==> config.mk <==
export PLATFORM = sky130hd
export DESIGN_NAME = filter_frame_ctrl
export DESIGN_NICKNAME = d
export VERILOG_FILES = /design/src/rtl/filter_frame_ctrl.sv
export SDC_FILE = /design/constraint.sdc
export NUM_CORES = 1
export LEC_CHECK = 0
export CAP_MARGIN = 20
export CORE_UTILIZATION = 37
export DETAILED_ROUTE_END_ITERATION = 8
export PLACE_DENSITY_LB_ADDON = 0.2
export SETUP_SLACK_MARGIN = 0.3
export SYNTH_ARGS = -nofsm -noshare
export SYNTH_HDL_FRONTEND = slang
export SYNTH_SLANG_ARGS = --single-unit
==> constraint.sdc <==
create_clock -name clk -period 2.4 [get_ports clk]
set_input_delay 0.24 -clock clk [delete_from_list [all_inputs] [get_ports clk]]
set_output_delay 0.24 -clock clk [all_outputs]
set_load 0.02 [all_outputs]
==> src/rtl/filter_frame_ctrl.sv <==
// Frame sequencer for a free-running filter: clears filter state, streams one
// frame of samples into it, flushes the pipeline and tags results valid/last.
module filter_frame_ctrl #(
  parameter int WIDTH      = 32,
  parameter int FRAME_LEN  = 16,
  parameter int LAT        = 2,
  parameter int CLR_CYCLES = 1
) (
  input  logic             clk,
  input  logic             reset,
  input  logic             start,
  output logic             busy,
  output logic             done,
  input  logic             in_valid,
  output logic             in_ready,
  input  logic [WIDTH-1:0] in_data,
  output logic             filt_reset,
  output logic [WIDTH-1:0] filt_x,
  input  logic [WIDTH-1:0] filt_y,
  output logic             out_valid,
  output logic [WIDTH-1:0] out_data,
  output logic             out_last
);

  localparam int CNT_W = $clog2(FRAME_LEN + 1);
  localparam int CLR_W = (CLR_CYCLES > 1) ? $clog2(CLR_CYCLES) : 1;

  typedef enum logic [2:0] {
    S_IDLE  = 3'd0,
    S_CLEAR = 3'd1,
    S_RUN   = 3'd2,
    S_FLUSH = 3'd3,
    S_DONE  = 3'd4
  } state_t;

  state_t           state_q, state_d;
  logic [CNT_W-1:0] cnt_q, cnt_d;
  logic [CLR_W-1:0] clr_q, clr_d;
  logic [WIDTH-1:0] filt_x_q, filt_x_d;
  logic [LAT:0]     tag_v_q, tag_v_d;
  logic [LAT:0]     tag_l_q, tag_l_d;
  logic             out_valid_q;
  logic             out_last_q;
  logic [WIDTH-1:0] out_data_q;
  logic             xfer_s;

  assign in_ready   = (state_q == S_RUN) && (cnt_q < CNT_W'(FRAME_LEN));
  assign xfer_s     = in_valid & in_ready;
  assign busy       = (state_q != S_IDLE);
  assign done       = (state_q == S_DONE);
  assign filt_reset = reset | (state_q == S_IDLE) | (state_q == S_CLEAR);
  assign filt_x     = filt_x_q;
  assign out_valid  = out_valid_q;
  assign out_last   = out_last_q;
  assign out_data   = out_data_q;

  // Next state, sample count and the {valid,last} tag shift that tracks filt_x through the filter
  always_comb begin
    state_d  = state_q;
    cnt_d    = cnt_q;
    clr_d    = clr_q;
    filt_x_d = '0;
    tag_v_d  = '0;
    tag_l_d  = '0;
    for (int i = LAT; i > 0; i--) begin
      tag_v_d[i] = tag_v_q[i-1];
      tag_l_d[i] = tag_l_q[i-1];
    end
    case (state_q)
      S_IDLE: begin
        cnt_d = '0;
        clr_d = '0;
        if (start) begin
          state_d = S_CLEAR;
        end else begin
          state_d = S_IDLE;
        end
      end
      S_CLEAR: begin
        cnt_d = '0;
        if (clr_q == CLR_W'(CLR_CYCLES - 1)) begin
          state_d = S_RUN;
        end else begin
          clr_d = clr_q + CLR_W'(1);
        end
      end
      S_RUN: begin
        if (xfer_s) begin
          filt_x_d   = in_data;
          cnt_d      = cnt_q + CNT_W'(1);
          tag_v_d[0] = 1'b1;
          tag_l_d[0] = (cnt_q == CNT_W'(FRAME_LEN - 1));
        end else begin
          filt_x_d = '0;
        end
        // The final transfer leaves one RUN cycle with in_ready low before FLUSH
        if (cnt_q == CNT_W'(FRAME_LEN)) begin
          state_d = S_FLUSH;
        end else begin
          state_d = S_RUN;
        end
      end
      S_FLUSH: begin
        if (~|tag_v_q) begin
          state_d = S_DONE;
        end else begin
          state_d = S_FLUSH;
        end
      end
      S_DONE: begin
        state_d = S_IDLE;
      end
      default: begin
        state_d = S_IDLE;
      end
    endcase
  end

  // State and datapath registers; out_data follows filt_y every edge
  always_ff @(posedge clk) begin
    if (reset) begin
      state_q     <= S_IDLE;
      cnt_q       <= '0;
      clr_q       <= '0;
      filt_x_q    <= '0;
      tag_v_q     <= '0;
      tag_l_q     <= '0;
      out_valid_q <= 1'b0;
      out_last_q  <= 1'b0;
      out_data_q  <= '0;
    end else begin
      state_q     <= state_d;
      cnt_q       <= cnt_d;
      clr_q       <= clr_d;
      filt_x_q    <= filt_x_d;
      tag_v_q     <= tag_v_d;
      tag_l_q     <= tag_l_d;
      out_valid_q <= tag_v_q[LAT];
      out_last_q  <= tag_l_q[LAT];
      out_data_q  <= filt_y;
    end
  end

endmodule

==> flow_summary.json <==
{
  "outcome": "completed",
  "ctsHoldBuffers": 0,
  "postCtsResizedCells": 1,
  "grt_max_degree": 48,
  "synth_warnings": 0,
  "wirelength_um": 5130,
  "cts_sinks": 80,
  "hold_viol_final": 0,
  "finish.utilization": 0.639,
  "netlist_top_cells_area": "dfxtp_1 66%, nor2b_1 10%, and2_1 7.5%",
  "startpoint_type": "register",
  "cp.required_ns": 2.16,
  "ys.flop_type": "dfxtp_1",
  "path_max_fanout": 11,
  "die_h_um": 83.0,
  "finalCritPeriodShare": 0.799,
  "arrival_ns": 1.68,
  "synth_edf_count": 0,
  "synth_top_area_share": 0.659,
  "reg2reg_slack_ns": 0.59,
  "setup_violations": 0,
  "dpl.hpwl_um": 3660,
  "fin_crit_ns": 1.92,
  "dr.pass1.iters": 4,
  "synth_area_sq_um": 2430,
  "worst_pin_slew_ns": 0.690,
  "synth_seq_cells": 80,
  "htreeDepth": 3,
  "drt_iter0_drc": 49,
  "cap_violations": 0,
  "ir_worst_vdd_v": 0.000451,
  "antenna_found_initial": 0,
  "core-area_sq_um": 6350,
  "grt.overflow.total": 0,
  "avgSynthCellArea_sq_um": 11.8,
  "synthCells": 206,
  "grt_setup_unrepaired": "no",
  "vias_per_cell": 4.33,
  "syn_nets": 277,
  "start_util": 0.383,
  "power_density_nw_per_um2": 678,
  "clk_path_buf_depth": 2,
  "clk-insertion-delay-late_ns": 0.33,
  "final.fill_count": 520,
  "postCtsSetupRepairBufs": 0,
  "area_growth_pct": 67.0,
  "critPathCaptureType": "output pin",
  "tns_ns": 0,
  "die_w_um": 83.0,
  "synthDistinctLibCells": 32,
  "synth-async-reset-ratio": 0,
  "num_antenna_cells": 0,
  "io_pins": 138,
  "detail_route.wl_per_cell_um": 12.0,
  "grt_pass1_vias": 1651,
  "grt_pass1_wl_um": 8170,
  "fp-row-count": 29,
  "ant_nets": 0,
  "num_vias": 1843,
  "path_class": "register to output pin",
  "fmax_mhz": 522,
  "synth_top_area_cell": "dfxtp_1",
  "hold_path_class": "primary input to register",
  "cts_inserted_buffers": 9,
  "gp_congestion": 0.794,
  "cts_tree": "built",
  "io_buffer_count": 137,
  "timing.slew.headroom": 0.539,
  "drive_above_1_share": 0.0745,
  "cts-root-buf": "clkbuf_8",
  "cts.clk_slew.worst_paths_ns": 0.07,
  "ys_seq_area_frac": 0.659,
  "power_leakage_uw": 0.00157,
  "fin_nets": 416,
  "maxSlewViolCount": 0,
  "drc": 0,
  "die-area_sq_um": 6890,
  "track_usage": 0.151,
  "worst_clock_skew_ns": 0.00621
}
[through the flow]
step	total power (uW)	cells	instance area (sq um)	hold WS [ns]	worst slack (ns)
after floorplan	1550	206	2430	0.362	0.654
after global placement	1750	411	3840	0.419	0.574
after detailed placement	1750	411	3840	0.425	0.566
after CTS	2790	426	4050	0.232	0.303
after global routing	2870	426	4060	0.257	0.394
final	2750	426	4060	0.243	0.484
[cell usage in the layout (no fill, tap or decap), drive strengths merged, types with 2 or more instances in the layout]
cell type and n:
a21oi 2, clkdlybuf4s50 135, nor4 2, and2 33, inv 4, nand2 4
ha 3, o31ai 2, buf 3, and3 2, dfxtp 80, a31oi 3
bufinv 2, nor2 2, clkinvlp 3, nor2b 39, clkbuf 10, nor3b 2
nand4b 3, a21o 2
[registers in the layout, indices dropped and copies added (netlist names)]
name	flops
filt_x	32
out_data	32
cnt_q	5
state_q	3
tag_l_q	3
tag_v_q	3
out_last	1
out_valid	1
[power by group]
part	leakage, uW	switching (uW)	internal [uW]
Clock	0.0000946	450	580
Combinational	0.000824	126	200
Sequential	0.000655	21.8	1370
Total	0.00157	598	2150
[logic make-up (layout without fill, tap and decap cells)]
group,after synthesis,in the layout,share of synthesized area
and+or+nand+nor,95,95,0.256
DFF,80,80,0.659
buffers and inverters,15,158,0.0330
adders and majority gates,3,3,0.0154
AOI/OAI and AO/OA,13,13,0.0366
[final timing paths]
kind / startpoint / to / cells past startpoint
setup / recovery: state_q[0] / busy / 2
setup reg to reg: cnt_q[0] / cnt_q[4] / 5
hold / removal: reset / cnt_q[4] / 3
hold reg to reg: tag_l_q[0] / tag_l_q[1] / 1
[critical path, stage by stage, from the launching register on]
cell	delay (ns)
dfxtp_1	0.40
or3_1	0.39
clkdlybuf4s50_1	0.56
[Yosys cell counts, types with 2 or more instances]
library cell,instances
inv_1,4
nor2_1,2
nand2_1,4
and2_1,29
nand4b_1,3
clkbuf_1,7
a21o_1,2
a31oi_1,3
ha_1,3
nor2b_1,39
dfxtp_1,80
buf_6,3
nor3b_1,2
and3_1,2
o31ai_1,2
a21oi_1,2
and2_2,4
[cell type report]
class | count | area [sq um] | area share
well taps | 77 | 96.3 | 0.0237
multi-input cells | 111 | 748 | 0.184
inverters | 4 | 15.0 | 0.00370
repair buffers | 139 | 1380 | 0.341
clock buffers | 10 | 128 | 0.0315
flip-flops and latches | 80 | 1600 | 0.395
clock inverters | 5 | 82.6 | 0.0204
[routing by layer]
metal / GRT usage / wire length (um) / up-vias
li1: - / - / 933
met1: 0.175 / 2170 / 833
met2: 0.250 / 2540 / 68
met3: 0.0408 / 308 / 9
met4: 0.0878 / 114 / 0
met5: 0 / 0 / -
Note: power is estimated with default switching activity, not from simulation.
